===== src/rtl/axi_frame_fetch_ctrl_if.sv =====
// ---------------------------------------------------------------------------
// axi_frame_fetch_ctrl_if
// Read-address / read-data channel bundle between the frame fetch sequencer
// and the AXI4 read port, plus the beat strobe fed to the BRAM writer.
//
// Handshake semantics: a transfer happens on a rising clock edge where the
// source holds VALID high and the sink holds READY high. Once VALID is high,
// the source keeps the payload stable until that edge.
//
// Signals:
//   axi_ARADDR/ARLEN/ARSIZE/ARBURST/ARVALID  master -> slave, read address
//   axi_ARREADY                               slave  -> master
//   axi_RVALID/RLAST/RRESP                    slave  -> master, read data
//   axi_RREADY                                master -> slave
//   axi_SHAKE                                 master -> writer, RVALID&RREADY
// ---------------------------------------------------------------------------
interface axi_frame_fetch_ctrl_if;
    logic [31:0] axi_ARADDR;
    logic [7:0]  axi_ARLEN;
    logic [2:0]  axi_ARSIZE;
    logic [1:0]  axi_ARBURST;
    logic        axi_ARVALID;
    logic        axi_ARREADY;
    logic        axi_RVALID;
    logic        axi_RLAST;
    logic [1:0]  axi_RRESP;
    logic        axi_RREADY;
    logic        axi_SHAKE;

    modport master (
        output axi_ARADDR, axi_ARLEN, axi_ARSIZE, axi_ARBURST, axi_ARVALID,
        output axi_RREADY, axi_SHAKE,
        input  axi_ARREADY, axi_RVALID, axi_RLAST, axi_RRESP
    );

    modport slave (
        input  axi_ARADDR, axi_ARLEN, axi_ARSIZE, axi_ARBURST, axi_ARVALID,
        input  axi_RREADY, axi_SHAKE,
        output axi_ARREADY, axi_RVALID, axi_RLAST, axi_RRESP
    );
endinterface


===== src/rtl/axi_frame_fetch_ctrl.sv =====
// ---------------------------------------------------------------------------
// axi_frame_fetch_ctrl
// Fetches one frame from DDR into the frame BRAM as NUM_BURSTS fixed-length
// INCR read bursts, one outstanding at a time, then waits for the BRAM writer
// to report completion.
//
// Ports:
//   axi_ACLK, axi_ARESETN  clock, asynchronous active-low reset
//   frame_req, frame_base  one-cycle frame request and DDR byte base address
//   bram_wdone             BRAM writer finished writing the frame
//   busy                   state is not IDLE
//   frame_done             one-cycle pulse on successful completion
//   fetch_err              sticky error, cleared by the next accepted request
//   stage_start            registered level, high while the fetch is active
//   o_dbg_state            current FSM state
//   axi                    AR/R channels and the SHAKE beat strobe
// ---------------------------------------------------------------------------
module axi_frame_fetch_ctrl #(
    parameter int TOTAL_NUM = 1536,
    parameter int BURST_LEN = 16,
    parameter int TIMEOUT   = 1024
) (
    input  logic                   axi_ACLK,
    input  logic                   axi_ARESETN,
    input  logic                   frame_req,
    input  logic [31:0]            frame_base,
    input  logic                   bram_wdone,
    output logic                   busy,
    output logic                   frame_done,
    output logic                   fetch_err,
    output logic                   stage_start,
    output logic [2:0]             o_dbg_state,
    axi_frame_fetch_ctrl_if.master axi
);
    localparam int NUM_BURSTS = TOTAL_NUM / BURST_LEN;
    localparam int STEP_BYTES = BURST_LEN * 4;
    localparam int ALIGN_BITS = $clog2(STEP_BYTES);
    localparam int BC_W       = (NUM_BURSTS > 1) ? $clog2(NUM_BURSTS) : 1;
    localparam int WC_W       = $clog2(TIMEOUT) + 1;

    localparam logic [31:0]     ADDR_MASK  = ~((32'd1 << ALIGN_BITS) - 32'd1);
    localparam logic [31:0]     ADDR_STEP  = 32'(STEP_BYTES);
    localparam logic [7:0]      ARLEN_VAL  = 8'(BURST_LEN - 1);
    localparam logic [8:0]      LAST_BEAT  = 9'(BURST_LEN - 1);
    localparam logic [BC_W-1:0] LAST_BURST = BC_W'(NUM_BURSTS - 1);
    localparam logic [WC_W-1:0] LAST_WAIT  = WC_W'(TIMEOUT - 1);

    localparam logic [2:0] S_IDLE = 3'd0;
    localparam logic [2:0] S_ADDR = 3'd1;
    localparam logic [2:0] S_DATA = 3'd2;
    localparam logic [2:0] S_WAIT = 3'd3;
    localparam logic [2:0] S_DONE = 3'd4;

    logic [2:0]      r_state;
    logic [31:0]     r_araddr;
    logic [BC_W-1:0] r_burst_cnt;
    logic [8:0]      r_beat_cnt;
    logic [WC_W-1:0] r_wait_cnt;
    logic            r_fetch_err;
    logic            r_stage_start;
    logic            r_pending;
    logic [31:0]     r_pend_base;

    logic [2:0]      w_next;
    logic            w_accept;
    logic            w_shake;
    logic            w_rlast_hs;
    logic [31:0]     w_start_base;

    assign w_shake      = axi.axi_RVALID & axi.axi_RREADY;
    assign w_rlast_hs   = w_shake & axi.axi_RLAST;
    // A pending request was made first, so its shadowed base wins over a
    // request arriving in the same IDLE cycle (the two merge into one).
    assign w_start_base = r_pending ? r_pend_base : frame_base;

    always_comb begin
        w_next   = r_state;
        w_accept = 1'b0;
        case (r_state)
            S_IDLE: begin
                if (frame_req || r_pending) begin
                    w_next   = S_ADDR;
                    w_accept = 1'b1;
                end
            end
            S_ADDR: begin
                if (axi.axi_ARREADY) w_next = S_DATA;
            end
            S_DATA: begin
                if (w_rlast_hs) w_next = (r_burst_cnt == LAST_BURST) ? S_WAIT : S_ADDR;
            end
            S_WAIT: begin
                if (bram_wdone)                   w_next = S_DONE;
                else if (r_wait_cnt == LAST_WAIT) w_next = S_IDLE;
            end
            S_DONE:  w_next = S_IDLE;
            default: w_next = S_IDLE;
        endcase
    end

    always_ff @(posedge axi_ACLK or negedge axi_ARESETN) begin
        if (!axi_ARESETN) begin
            r_state       <= S_IDLE;
            r_araddr      <= 32'd0;
            r_burst_cnt   <= '0;
            r_beat_cnt    <= 9'd0;
            r_wait_cnt    <= '0;
            r_fetch_err   <= 1'b0;
            r_stage_start <= 1'b0;
            r_pending     <= 1'b0;
            r_pend_base   <= 32'd0;
        end else begin
            r_state <= w_next;
            // Registered from the next state so DONE and IDLE both read low,
            // giving the writer a clean rising edge on every frame.
            r_stage_start <= (w_next == S_ADDR) || (w_next == S_DATA) || (w_next == S_WAIT);

            // One-deep request queue; anything beyond it is dropped.
            if (w_accept) begin
                r_pending <= 1'b0;
            end else if (frame_req && (r_state != S_IDLE) && !r_pending) begin
                r_pending   <= 1'b1;
                r_pend_base <= frame_base;
            end

            if (w_accept) begin
                r_araddr    <= w_start_base & ADDR_MASK;
                r_burst_cnt <= '0;
                r_beat_cnt  <= 9'd0;
                r_fetch_err <= 1'b0;
            end

            if ((r_state == S_DATA) && w_shake) begin
                if (axi.axi_RLAST) begin
                    r_beat_cnt  <= 9'd0;
                    r_burst_cnt <= r_burst_cnt + BC_W'(1);
                    if (r_burst_cnt != LAST_BURST) r_araddr <= r_araddr + ADDR_STEP;
                end else begin
                    r_beat_cnt <= r_beat_cnt + 9'd1;
                end
                // Short/long bursts and slave errors are flagged but the
                // frame still runs to completion.
                if ((axi.axi_RLAST && (r_beat_cnt != LAST_BEAT)) || (axi.axi_RRESP != 2'b00))
                    r_fetch_err <= 1'b1;
            end

            if (r_state == S_WAIT) begin
                r_wait_cnt <= r_wait_cnt + WC_W'(1);
                if (!bram_wdone && (r_wait_cnt == LAST_WAIT)) r_fetch_err <= 1'b1;
            end else begin
                r_wait_cnt <= '0;
            end
        end
    end

    assign busy        = (r_state != S_IDLE);
    assign frame_done  = (r_state == S_DONE);
    assign fetch_err   = r_fetch_err;
    assign stage_start = r_stage_start;
    assign o_dbg_state = r_state;

    assign axi.axi_ARADDR  = r_araddr;
    assign axi.axi_ARLEN   = ARLEN_VAL;
    assign axi.axi_ARSIZE  = 3'b010;
    assign axi.axi_ARBURST = 2'b01;
    assign axi.axi_ARVALID = (r_state == S_ADDR);
    assign axi.axi_RREADY  = (r_state == S_DATA);
    assign axi.axi_SHAKE   = w_shake;
endmodule


===== src/flat_wrapper.sv =====
// flat-port wrapper written by rule: the top's interface ports become plain ports
module axi_frame_fetch_ctrl_flat 
#(
    parameter int TOTAL_NUM = 1536,
    parameter int BURST_LEN = 16,
    parameter int TIMEOUT   = 1024
)
  (axi_ACLK, axi_ARESETN, frame_req, frame_base, bram_wdone, busy, frame_done, fetch_err, stage_start, o_dbg_state, axi_axi_ARADDR, axi_axi_ARLEN, axi_axi_ARSIZE, axi_axi_ARBURST, axi_axi_ARVALID, axi_axi_RREADY, axi_axi_SHAKE, axi_axi_ARREADY, axi_axi_RVALID, axi_axi_RLAST, axi_axi_RRESP);
  axi_frame_fetch_ctrl_if axi_i ();
  input  logic axi_ACLK;
  input  logic axi_ARESETN;
  input  logic frame_req;
  input  logic [31:0] frame_base;
  input  logic bram_wdone;
  output logic busy;
  output logic frame_done;
  output logic fetch_err;
  output logic stage_start;
  output logic [2:0] o_dbg_state;
  output wire logic [$bits(axi_i.axi_ARADDR)-1:0] axi_axi_ARADDR;
  output wire logic [$bits(axi_i.axi_ARLEN)-1:0] axi_axi_ARLEN;
  output wire logic [$bits(axi_i.axi_ARSIZE)-1:0] axi_axi_ARSIZE;
  output wire logic [$bits(axi_i.axi_ARBURST)-1:0] axi_axi_ARBURST;
  output wire logic [$bits(axi_i.axi_ARVALID)-1:0] axi_axi_ARVALID;
  output wire logic [$bits(axi_i.axi_RREADY)-1:0] axi_axi_RREADY;
  output wire logic [$bits(axi_i.axi_SHAKE)-1:0] axi_axi_SHAKE;
  input wire logic [$bits(axi_i.axi_ARREADY)-1:0] axi_axi_ARREADY;
  input wire logic [$bits(axi_i.axi_RVALID)-1:0] axi_axi_RVALID;
  input wire logic [$bits(axi_i.axi_RLAST)-1:0] axi_axi_RLAST;
  input wire logic [$bits(axi_i.axi_RRESP)-1:0] axi_axi_RRESP;
  assign axi_axi_ARADDR = axi_i.axi_ARADDR;
  assign axi_axi_ARLEN = axi_i.axi_ARLEN;
  assign axi_axi_ARSIZE = axi_i.axi_ARSIZE;
  assign axi_axi_ARBURST = axi_i.axi_ARBURST;
  assign axi_axi_ARVALID = axi_i.axi_ARVALID;
  assign axi_axi_RREADY = axi_i.axi_RREADY;
  assign axi_axi_SHAKE = axi_i.axi_SHAKE;
  assign axi_i.axi_ARREADY = axi_axi_ARREADY;
  assign axi_i.axi_RVALID = axi_axi_RVALID;
  assign axi_i.axi_RLAST = axi_axi_RLAST;
  assign axi_i.axi_RRESP = axi_axi_RRESP;
  axi_frame_fetch_ctrl #(.TOTAL_NUM(TOTAL_NUM), .BURST_LEN(BURST_LEN), .TIMEOUT(TIMEOUT)) u_core (.axi_ACLK(axi_ACLK), .axi_ARESETN(axi_ARESETN), .frame_req(frame_req), .frame_base(frame_base), .bram_wdone(bram_wdone), .busy(busy), .frame_done(frame_done), .fetch_err(fetch_err), .stage_start(stage_start), .o_dbg_state(o_dbg_state), .axi(axi_i));
endmodule

===== config.mk =====
export PLATFORM = sky130hd
export DESIGN_NAME = axi_frame_fetch_ctrl_flat
export DESIGN_NICKNAME = d
export VERILOG_FILES = /design/src/rtl/axi_frame_fetch_ctrl_if.sv /design/src/rtl/axi_frame_fetch_ctrl.sv /design/src/flat_wrapper.sv
export SDC_FILE = /design/constraint.sdc
export NUM_CORES = 1
export LEC_CHECK = 0
export BUFFER_PORTS_ARGS = -buffer_cell sky130_fd_sc_hd__buf_2
export CORE_MARGIN = 2
export CORE_UTILIZATION = 32
export DETAILED_ROUTE_END_ITERATION = 10
export PLACE_DENSITY = 0.5
export RECOVER_POWER = 100
export SYNTH_ARGS = -nofsm -noshare
export SYNTH_HDL_FRONTEND = slang
export SYNTH_SLANG_ARGS = --single-unit

===== constraint.sdc =====
create_clock -name axi_ACLK -period 3.5 [get_ports axi_ACLK]
set_input_delay 0.35 -clock axi_ACLK [delete_from_list [all_inputs] [get_ports axi_ACLK]]
set_output_delay 0.35 -clock axi_ACLK [all_outputs]
set_load 0.005 [all_outputs]

==> results.md, run 1 <==
* Share of flip-flops with an asynchronous set or reset after synthesis at 1.00
* Number of I/O port buffers at 76
* Area share of the largest cell type after synthesis at 0.487
* Iteration count of the initial detailed-routing pass at 4
* Path class of the lowest-slack min-delay path: primary input to flop
* Core footprint at 14,400 um2
* Status: complete, but fails checks
* Die footprint at 15,600 um2
* Post-detailed-route DRC marker count at 0
* Static leakage at 2.37 nW
* Number of synthesized flops with an enable pin at 0
* Number of cell rows at 44
* Total grt overflow at 0
* # resized after CTS at 0
* Failing checks: max-capacitance violations, max-slew violations
* Number of nets in the layout at 560
* Data required time of the critical path at 3.73 ns
* Antenna diode instance count at 0
* Worst path depth at 4
* Fin Clk Skew at 0.00550 ns
* Detailed-route wire length per cell at 15.9 um
* Final period util at 0.767
* Drt initial violations at 197
* Met2 usage in global routing at 0.244
* Worst slew margin relative to its limit at -0.0508
* Number of global-route vias before repair at 3,578
* Remaining number of nets flagged by the antenna check after routing at 0
* Detailed-route via count at 3,654
* Total power divided by cell area at 787 nW/um2
* TritonCTS buffer count at 9
* Critical-path cell list: nor3_1, nor3b_1, buf_4, mux2_2
* Delay of the slowest critical-path stage at 1.09 ns
* Area contributors post-synth: dfrtp_1 49%, mux2_2 4.3%, mux2i_1 3.9%, nor2_1 3.1%, a211oi_1 2.4%
* H-tree levels at 3
* Type of origin of the critical path: flop
* Largest area contributor in the netlist: dfrtp_1
* Dominant synthesized flop cell: dfrtp_1
* Final setup vio count at 0
* Clock Root Buffer: clkbuf_16
* Starting density of the core at 0.324
* Type of the worst setup path: flop to flop
* Setup crit end kind: flop
* Global-route wire length before repair at 18.3 mm
* Switching portion of total power at 0.372
* Number of standard cells after synthesis at 445
* Yosys warning total at 0
* GR met1 Demand/Resource at 0.188
* Unrepaired setup endpoints after global routing: false
* Worst r2r path cells at 4
* Largest delay share family, worst path: simple AND/OR/NAND/NOR gates
* Die width at 125 um
* Area Overhead vs Synth at 16.0%
* Transition at the pin with the smallest max-transition slack at 1.58 ns
* Register-to-register path setup slack at 0.82 ns
* Internal power at 0.00268 W
* Portion of total power attributed to sequential cells at 0.408
* HPWL after detailed placement at 7.65 mm
* Initial antenna violation count at 0
* Final RePlAce weighted congestion at 0.797
* Slowest library cell on the worst path: nor3b_1
* Final TNS setup at 0 ns
* Post-synthesis sequential element count at 91
* Reported max-cap violation count at 1
* Final hold violations at 0
* Hold Crit Depth at 3
* Clock-pin slew on the worst setup and hold paths at 0.06 ns
* Post-synthesis instance area at 4670 um2
* WP data arrival at 2.91 ns
* Worst-case clock buffer depth at 2
* Most used routing layer: met2
* Sequential share of the synthesized area at 0.487
* Clock network power share at 0.229
* Net switching component of the power at 0.00159 W
* Maximum fanout along the worst path at 18
* Crit path time final at 2.68 ns
* Combinational cell fraction of total power at 0.363
* Number of buffers added to fix hold violations after cts at 0
* Y dimension of the die at 125 um
* Detailed-route vias per instance at 5.20
* Number of clock sinks at 91
* CTS tree: yes
* Upper clock frequency limit at 373 MHz
* Post-synth cell types at 62
* Share of layout cells above drive strength 1 at 0.198
* GRT Overall Usage at 0.146
* Final slew viol count at 61
* Met3 demand-to-capacity share in global routing at 0.0451
* Clk Latency, worst-skew pair at 0.35 ns
* Finished Core Util at 0.376
* Top-Level Pins at 96
* Buffer and inverter count on the worst path at 1
* Number of setup buffers added after CTS at 0
* Total Wirelength at 11.2 mm
* Mapped Avg Cell Area at 10.5 um2
* VDD IR-drop max at 0.444 mV
* Largest net degree at the start of global routing at 61
-- cells in the final DEF (no fill, tap or decap), drive strengths merged, types with 3 or more instances in the layout --
cell,netlist,routed
nor2b,8,8
a211oi,15,15
xnor2,4,4
a21oi,12,12
o31ai,9,9
nand2b,6,6
a221oi,8,8
nor3,9,9
a31oi,3,3
nand2,23,23
nor2,41,41
nor4,3,3
clkbuf,8,35
nand3,20,20
mux2i,18,18
o21ai,21,21
dfrtp,91,91
buf,26,61
ha,4,4
conb,2,13
inv,9,9
nor3b,4,4
and3,13,13
nand4,7,7
a311oi,6,6
mux2,27,27
xor2,10,10
a22oi,3,3
and2,8,8
-- state kept, by name (all words and copies together) (netlist names) --
| register | flops |
|---|---|
| u_core.axi.axi_ARADDR | 32 |
| u_core.r_pend_base | 26 |
| u_core.r_wait_cnt | 11 |
| u_core.r_beat_cnt | 9 |
| u_core.r_burst_cnt | 7 |
| u_core.o_dbg_state | 3 |
| u_core.fetch_err | 1 |
| u_core.r_pending | 1 |
| u_core.stage_start | 1 |
-- synthesized netlist by cell type (2+ instances only) --
cell / number
nand4_2: 2
nor4_1: 2
a311oi_1: 6
a22o_1: 2
xnor2_1: 4
a211oi_1: 15
xor2_1: 10
and3_1: 13
nor3_1: 8
a21oi_1: 12
ha_1: 4
conb_1: 2
a31oi_1: 3
o21ai_0: 14
nand4_1: 5
dfrtp_1: 91
buf_4: 15
mux2_1: 9
nor2b_1: 8
o31a_1: 2
nand2_1: 23
nand3_1: 20
nor2_1: 38
or3_1: 2
o21ai_1: 7
nor2_2: 3
mux2i_1: 18
clkbuf_1: 8
a22oi_1: 3
and4_1: 2
mux2_2: 18
o31ai_1: 9
a221oi_1: 8
nand2b_1: 6
buf_2: 9
and2_1: 8
inv_1: 9
nor3b_1: 3
-- worst paths after layout --
path	startpoint	endpoint
setup reg to reg	u_core.o_dbg_state[2]$_DFF_PN0_	u_core.r_pend_base[17]$_DFFE_PN0P_
setup / recovery	u_core.o_dbg_state[2]$_DFF_PN0_	u_core.r_pend_base[17]$_DFFE_PN0P_
min in group asynchronous	axi_ARESETN	u_core.r_pend_base[26]$_DFFE_PN0P_
max in group asynchronous	axi_ARESETN	u_core.r_burst_cnt[2]$_DFF_PN0_
hold reg to reg	u_core.r_burst_cnt[6]$_DFF_PN0_	u_core.r_burst_cnt[6]$_DFF_PN0_
hold / removal	bram_wdone	u_core.o_dbg_state[2]$_DFF_PN0_
-- per-layer routing --
metal  vias up  share of wire  wire length, um
met4         0         0.0082               92
met3         7          0.056              629
met2        91           0.48             5350
li1       1743              -                -
met5         -              0                0
met1      1813           0.46             5090
-- stage by stage --
stage	hold WS, ns	setup WS, ns	instance area, um2	cells	total power [W]
2_1_floorplan	0.0544	1.75	4710	456	0.00281
3_3_place_gp	0.464	1.14	5180	688	0.00333
3_5_place_dp	0.469	1.10	5180	688	0.00339
4_1_cts	0.125	1.09	5480	703	0.00438
5_1_grt	0.212	0.569	5420	703	0.00458
6_report	0.225	0.816	5420	703	0.00427
-- worst min-delay path, stage by stage --
cell    delay (ns)
buf_2         0.11
inv_1         0.04
nor2_1        0.03
-- layout make-up --
class / count / area, um2
Clock inverter: 1 / 5.00
Inverter: 9 / 33.8
Clock buffer: 14 / 294
Fill cell: 1491 / 9000
Sequential cell: 91 / 2280
Tap cell: 184 / 230
Multi-Input combinational cell: 322 / 2190
Timing Repair Buffer: 82 / 394
-- power by group through the flow --
stage	Combinational [W]	Clock, W	Sequential, W
after floorplan	0.00111	0	0.00169
after global placement	0.00159	0	0.00175
after detailed placement	0.00162	0	0.00176
after CTS	0.00163	0.00101	0.00175
after global routing	0.00173	0.00105	0.00180
final	0.00155	0.000976	0.00174
-- logic make-up (layout without fill, tap and decap cells) --
group / Yosys count / after routing / synth area share
AO/OA/AOI/OAI: 94 / 94 / 0.144
flip-flops: 91 / 91 / 0.487
AND/OR/NAND/NOR: 152 / 152 / 0.176
multiplexers: 45 / 45 / 0.104
adder cells (fa/ha/maj): 4 / 4 / 0.0107
XOR/XNOR: 14 / 14 / 0.0262
buffers and inverters: 43 / 106 / 0.0506
other: 2 / 13 / 0.00161
Note: power is estimated with default switching activity, not from simulation.
==> inputs of run 2 (changes only) <==
==> constraint.sdc (replaced) <==
create_clock -name axi_ACLK -period 2.7 [get_ports axi_ACLK]
set_input_delay 0.27 -clock axi_ACLK [delete_from_list [all_inputs] [get_ports axi_ACLK]]
set_output_delay 0.27 -clock axi_ACLK [all_outputs]
set_load 0.005 [all_outputs]
==> run 2 against run 1 <==
Against the previous run:
- global-route usage increased by 0.49 points
- final cell count increased by 1.0%
- the flow now finishes without violations
- worst hold slack got worse by 0.082 ns
- largest power group unchanged
- design area increased by 0.90%
- combinational power increased by 30%
- non-clock buffer count increased by 6
==> results.md, run 2 (synthesized netlist as in run 1, its figures left out) <==
* Status: finished clean
* Clock-pin slew on the worst setup and hold paths at 0.06 ns
* Final TNS setup at 0 ns
* Transition at the pin with the smallest max-transition slack at 1.13 ns
* Most frequent cells in the layout: 91 x dfrtp_1, 52 x buf_2, 41 x nor2_1, 29 x clkbuf_1, 23 x nand2_1
* Detailed-route via count at 3,614
* Remaining number of nets flagged by the antenna check after routing at 0
* Y dimension of the die at 125 um
* Number of nets in the layout at 566
* Antenna diode instance count at 0
* Total power divided by cell area at 1020 nW/um2
* Die footprint at 15,600 um2
* Static leakage at 2.38 nW
* Drt initial violations at 280
* GR met1 Demand/Resource at 0.198
* Combinational cell fraction of total power at 0.361
* Detailed-route vias per instance at 5.09
* H-tree levels at 3
* GRT Overall Usage at 0.151
* Switching portion of total power at 0.367
* Crit path time final at 2.29 ns
* Worst-case clock buffer depth at 2
* Path class of the lowest-slack min-delay path: primary input to flop
* HPWL after detailed placement at 7.77 mm
* Non-Filler Instances at 710
* Area used by multi-input combinational logic at 2190 um2
* Setup crit end kind: flop
* Share of layout cells above drive strength 1 at 0.188
* Maximum fanout along the worst path at 11
* Final RePlAce weighted congestion at 0.779
* Portion of total power attributed to sequential cells at 0.406
* Clock network power share at 0.233
* Final hold violations at 0
* Type of origin of the critical path: flop
* Type of the worst setup path: flop to flop
* Filler instances at 1,463
* Data required time of the critical path at 2.98 ns
* Initial antenna violation count at 0
* Area Overhead vs Synth at 17.0%
* Met3 demand-to-capacity share in global routing at 0.0455
* Final slew viol count at 0
* Hold slack at 0.143 ns
* Core footprint at 14,400 um2
* Unrepaired setup endpoints after global routing: false
* Iteration count of the initial detailed-routing pass at 4
* Reported max-cap violation count at 0
* Most common library cell in the layout ignoring fill and taps: dfrtp_1
* Max FFs per register at 32
* Starting density of the core at 0.324
* Worst slew margin relative to its limit at 0.244
* Clk Latency, worst-skew pair at 0.34 ns
* Total grt overflow at 0
* Total area of sequential cells at 2280 um2
* WP data arrival at 2.57 ns
* Upper clock frequency limit at 436 MHz
* Top-Level Pins at 96
* Cell Count Post-Placement at 693
* VDD IR-drop max at 0.372 mV
* Met2 usage in global routing at 0.248
* Number of I/O port buffers at 76
* Net switching component of the power at 0.00205 W
* Most used routing layer: met2
* Number of global-route vias before repair at 3,683
* TritonCTS buffer count at 9
* Final setup vio count at 0
* CTS tree: yes
* Largest net degree at the start of global routing at 43
* Number of cell rows at 44
* Clock Root Buffer: clkbuf_16
* Internal power at 0.00354 W
* Number of clock sinks at 91
* Post-detailed-route DRC marker count at 0
* Fin Clk Skew at 0.00674 ns
* Die width at 125 um
* Total Wirelength at 11.2 mm
* Global-route wire length before repair at 18.9 mm
* Finished Core Util at 0.379
* Final period util at 0.849
* Detailed-route wire length per cell at 15.7 um
[run 2: cell types whose count changed in the layout (fill, tap and decap cells not counted), moves of 2 or more]
| cell | delta |
|---|---|
| and2_0 | -4 |
| and2_1 | +4 |
| buf_2 | -6 |
| buf_4 | +3 |
| clkbuf_1 | +10 |
| clkbuf_8 | -2 |
[run 2: timing repair]
| action | CTS | global route |
|---|---|---|
| hold endpoints to repair | 40 | 0 |
| gates resized for setup | 0 | 0 |
| hold buffers | 1 | 0 |
| buffers inserted | 0 | 0 |
[run 2: stage by stage]
step / area (um2) / worst slack (ns) / total power [W]
2_1_floorplan: 4710 / 0.952 / 0.00364
3_3_place_gp: 5220 / 0.505 / 0.00435
3_5_place_dp: 5220 / 0.464 / 0.00442
4_1_cts: 5540 / 0.442 / 0.00577
5_1_grt: 5470 / 0.120 / 0.00604
6_report: 5470 / 0.407 / 0.00558
[run 2: area by class of cell]
cell class | instances | area share
Sequential cell | 91 | 0.416
Multi-Input combinational cell | 322 | 0.401
Timing Repair Buffer | 88 | 0.0782
Clock buffer | 15 | 0.0508
Tap cell | 184 | 0.0421
Inverter | 9 | 0.00618
Clock inverter | 1 | 0.00549
[run 2: worst max-delay path, cell delays in order (launching register included)]
cell and delay [ns]:
dfrtp_1 0.48, and4_1 0.38, nand4_1 0.46, nor3_1 0.52, a311o_1 0.23, o311a_1 0.15
[run 2: power groups by stage]
stage,logic [W],clock network [W],registers (W)
3_3_place_gp,0.00209,0,0.00226
4_1_cts,0.00214,0.00136,0.00227
6_report,0.00201,0.00130,0.00227
3_5_place_dp,0.00214,0,0.00229
2_1_floorplan,0.00144,0,0.00219
5_1_grt,0.00228,0.00141,0.00235
[run 2: path summary, 6_finish.rpt]
| kind | startpoint | endpoint | slack [ns] | cells after the start |
|---|---|---|---|---|
| max in group asynchronous | axi_ARESETN | u_core.r_pend_base[17]$_DFFE_PN0P_ | 0.75 | 3 |
| min reg2reg | u_core.axi.axi_ARADDR[3]$_DFFE_PN0P_ | u_core.axi.axi_ARADDR[3]$_DFFE_PN0P_ | 0.48 | 1 |
| min | bram_wdone | u_core.o_dbg_state[2]$_DFF_PN0_ | 0.14 | 3 |
| max reg2reg | u_core.axi.axi_ARADDR[12]$_DFF_PN0_ | u_core.axi.axi_ARADDR[25]$_DFF_PN0_ | 0.41 | 5 |
| min in group asynchronous | axi_ARESETN | u_core.r_pend_base[26]$_DFFE_PN0P_ | 0.66 | 2 |
| max | u_core.axi.axi_ARADDR[12]$_DFF_PN0_ | u_core.axi.axi_ARADDR[25]$_DFF_PN0_ | 0.41 | 5 |
[run 2: per-layer routing]
layer | vias to the layer above | share of wire
li1 | 1759 | -
met1 | 1762 | 0.47
met2 | 89 | 0.48
met3 | 4 | 0.044
met4 | 0 | 0.0029
met5 | - | 0
==> inputs of run 3 (changes only) <==
--- a/config.mk
+++ b/config.mk
@@ -5,11 +5,12 @@
 export SDC_FILE = /design/constraint.sdc
 export NUM_CORES = 1
 export LEC_CHECK = 0
+export ABC_AREA = 1
 export BUFFER_PORTS_ARGS = -buffer_cell sky130_fd_sc_hd__buf_2
 export CORE_MARGIN = 2
 export CORE_UTILIZATION = 32
 export DETAILED_ROUTE_END_ITERATION = 10
-export PLACE_DENSITY = 0.5
+export PLACE_DENSITY = 0.52
 export RECOVER_POWER = 100
 export SYNTH_ARGS = -nofsm -noshare
 export SYNTH_HDL_FRONTEND = slang
==> constraint.sdc (replaced) <==
create_clock -name axi_ACLK -period 1.95 [get_ports axi_ACLK]
set_input_delay 0.195 -clock axi_ACLK [delete_from_list [all_inputs] [get_ports axi_ACLK]]
set_output_delay 0.195 -clock axi_ACLK [all_outputs]
set_load 0.005 [all_outputs]
==> run 3 against run 2 <==
Against the previous run:
- synthesized cell count increased by 62%
- final cell count increased by 44%
- sequential share of layout area fell by 3.8 points
- sequential cell count stayed put
- count of clock-buffer cells in the layout fell by 6
- global-route usage is 0.82 points higher
- fmax grew 28%
- critical endpoint is now u_core.axi.axi_ARADDR[20]$_DFF_PN0_
- largest cell class is now multi-input gates
- largest power group is now combinational cells
- highest routed layer unchanged
==> results.md, run 3 <==
* Reported max-cap violation count at 0
* Most common library cell in the layout ignoring fill and taps: nand2_1
* Leading cell types by count after synthesis: 228 x nand2_1, 91 x dfrtp_1, 89 x inv_1, 76 x o21ai_0, 69 x nor2_1
* Share of flip-flops with an asynchronous set or reset after synthesis at 1.00
* Final TNS setup at 0 ns
* Total grt overflow at 0
* Finished Core Util at 0.381
* Initial antenna violation count at 0
* Detail Route met3 WL at 405 um
* Core footprint at 15,800 um2
* Total Wirelength at 13.1 mm
* Clock Root Buffer: clkbuf_16
* Detailed-route vias per instance at 4.47
* H-tree levels at 3
* Number of nets in the layout at 847
* Area contributors post-synth: dfrtp_1 44%, nand2_1 17%, o21ai_0 7.4%, inv_1 6.5%, nor2_1 5.0%
* Transition at the pin with the smallest max-transition slack at 0.882 ns
* Synth Area in Adders at 0.00974
* Number of synthesized flops with an enable pin at 0
* Crit path time final at 1.79 ns
* Number of standard cells after synthesis at 722
* Detailed route wirelength on metal2 at 5.56 mm
* Number of cell rows at 46
* Upper clock frequency limit at 560 MHz
* Largest area contributor in the netlist: dfrtp_1
* Clock-pin slew on the worst setup and hold paths at 0.07 ns
* Path class of the lowest-slack min-delay path: primary input to flop
* Largest family of logic cells by synthesized area: simple AND/OR/NAND/NOR gates
* Share of layout cells above drive strength 1 at 0.108
* TritonCTS buffer count at 9
* Sequential share of the synthesized area at 0.443
* Share of the synthesized netlist area taken by xor and xnor gates at 0.0222
* Type of the worst setup path: flop to flop
* Synth Area in Compound Gates at 0.126
* Area Overhead vs Synth at 17.0%
* Maximum fanout along the worst path at 5
* Post-synthesis sequential element count at 91
* Fin Clk Skew at 0.00869 ns
* Drt initial violations at 210
* Most frequent cell after synthesis: nand2_1
* Unrepaired setup endpoints after global routing: false
* VDD IR-drop max at 0.582 mV
* Fraction of the mapped netlist area in simple logic gates at 0.288
* M1 wire length at 6.98 mm
* Tot Pwr at 0.00799 W
* Die width at 131 um
* Data required time of the critical path at 2.17 ns
* Filler instances at 1,733
* Detailed-route wire length per cell at 12.8 um
* CTS tree: yes
* Y dimension of the die at 131 um
* Area used by multi-input combinational logic at 2340 um2
* Final setup vio count at 0
* Total power divided by cell area at 1330 nW/um2
* Post-synth cell types at 32
* Total area of sequential cells at 2280 um2
* Worst slew margin relative to its limit at 0.412
* Iteration count of the initial detailed-routing pass at 5
* Remaining number of nets flagged by the antenna check after routing at 0
* Portion of netlist area occupied by mux cells at 0
* Die footprint at 17,100 um2
* Dominant synthesized flop cell: dfrtp_1
* Clk Latency, worst-skew pair at 0.35 ns
* Setup crit end kind: flop
* WP data arrival at 2.00 ns
* Number of I/O port buffers at 76
* Starting density of the core at 0.326
* Final RePlAce weighted congestion at 0.839
* Detailed-route via count at 4,574
* Area share of the largest cell type after synthesis at 0.443
* Number of global-route vias before repair at 4,007
* Uppermost metal layer occupied by signal nets: met4
* Type of origin of the critical path: flop
* Final period util at 0.916
* Final hold violations at 0
* Status: finished clean
* Top-Level Pins at 96
* Max FFs per register at 32
* Number of setup buffers added after CTS at 0
* Post-detailed-route DRC marker count at 0
* Final slew viol count at 0
* Global-route wire length before repair at 21.0 mm
* Antenna diode instance count at 0
* Static leakage at 2.94 nW
* Number of clock sinks at 91
* Yosys warning total at 0
* Post-synthesis instance area at 5140 um2
* Worst-case clock buffer depth at 2
* Mapped Avg Cell Area at 7.12 um2
* GRT Overall Usage at 0.159
* Most frequent cells in the layout: 228 x nand2_1, 91 x dfrtp_1, 90 x inv_1, 86 x o21ai_0, 68 x nor2_1
* HPWL after detailed placement at 9.77 mm
* Largest net degree at the start of global routing at 53
## run 3: worst max-delay path: stages (launching register included)
cell and delay [ns]:
dfrtp_1 0.42, ha_1 0.25, nand2_1 0.10, nor2_2 0.23, nand2_1 0.18, nor2_1 0.20
nand3b_1 0.11, nand3_1 0.08, o21ai_0 0.07
## run 3: logic make-up (layout without fill, tap and decap cells)
group / Yosys count / count (layout)
AND/OR/NAND/NOR: 360 / 360
buffers and inverters: 129 / 203
AO/OA/AOI/OAI: 123 / 123
flip-flops: 91 / 91
XOR/XNOR: 13 / 13
adder cells (fa/ha/maj): 4 / 4
other: 2 / 13
## run 3: worst paths after layout
path | startpoint | endpoint | slack, ns | cells past startpoint
max reg2reg | u_core.axi.axi_ARADDR[6]$_DFF_PN0_ | u_core.axi.axi_ARADDR[20]$_DFF_PN0_ | 0.16 | 8
max in group asynchronous | axi_ARESETN | u_core.r_wait_cnt[7]$_DFF_PN0_ | 0.44 | 3
min | bram_wdone | u_core.o_dbg_state[2]$_DFF_PN0_ | 0.07 | 3
min reg2reg | u_core.axi.axi_ARADDR[1]$_DFFE_PN0P_ | u_core.axi.axi_ARADDR[1]$_DFFE_PN0P_ | 0.46 | 2
min in group asynchronous | axi_ARESETN | u_core.r_wait_cnt[1]$_DFF_PN0_ | 0.49 | 2
max | u_core.axi.axi_ARADDR[6]$_DFF_PN0_ | u_core.axi.axi_ARADDR[20]$_DFF_PN0_ | 0.16 | 8
## run 3: area by class of cell
type	instances	area share
multi-input cells	513	0.390
flip-flops and latches	91	0.379
repair buffers	93	0.0815
inverters	94	0.0591
well taps	216	0.0449
clock buffers	9	0.0374
clock inverters	7	0.00874
## run 3: where the power goes
| group | leakage, nW | switching [W] | internal, W |
|---|---|---|---|
| Sequential | 1.17 | 0.000612 | 0.00251 |
| Clock | 0.136 | 0.000794 | 0.000871 |
| Combinational | 1.64 | 0.00206 | 0.00115 |
## run 3: layer usage
metal | track usage | vias to the layer above
met1 | 0.248 | 2067
met5 | 0 | -
met4 | 0.0601 | 0
met3 | 0.0236 | 11
li1 | - | 2414
met2 | 0.221 | 82
## run 3: what timing repair did
item	in CTS	in global routing
endpoints found under the hold margin	31	0
gates resized for setup	0	1
hold buffers	1	0
setup endpoints to repair	0	5
## run 3: per-stage QoR
stage          worst slack [ns]  instances  hold slack [ns]  instance area (um2)
6_report                  0.165       1023           0.0679                 6010
5_1_grt                  0.0555       1023           0.0755                 6010
4_1_cts                   0.140       1023           0.0543                 6080
3_5_place_dp              0.152       1006            0.176                 5800
3_3_place_gp              0.166       1006            0.180                 5800
2_1_floorplan             0.400        733           -0.101                 5180
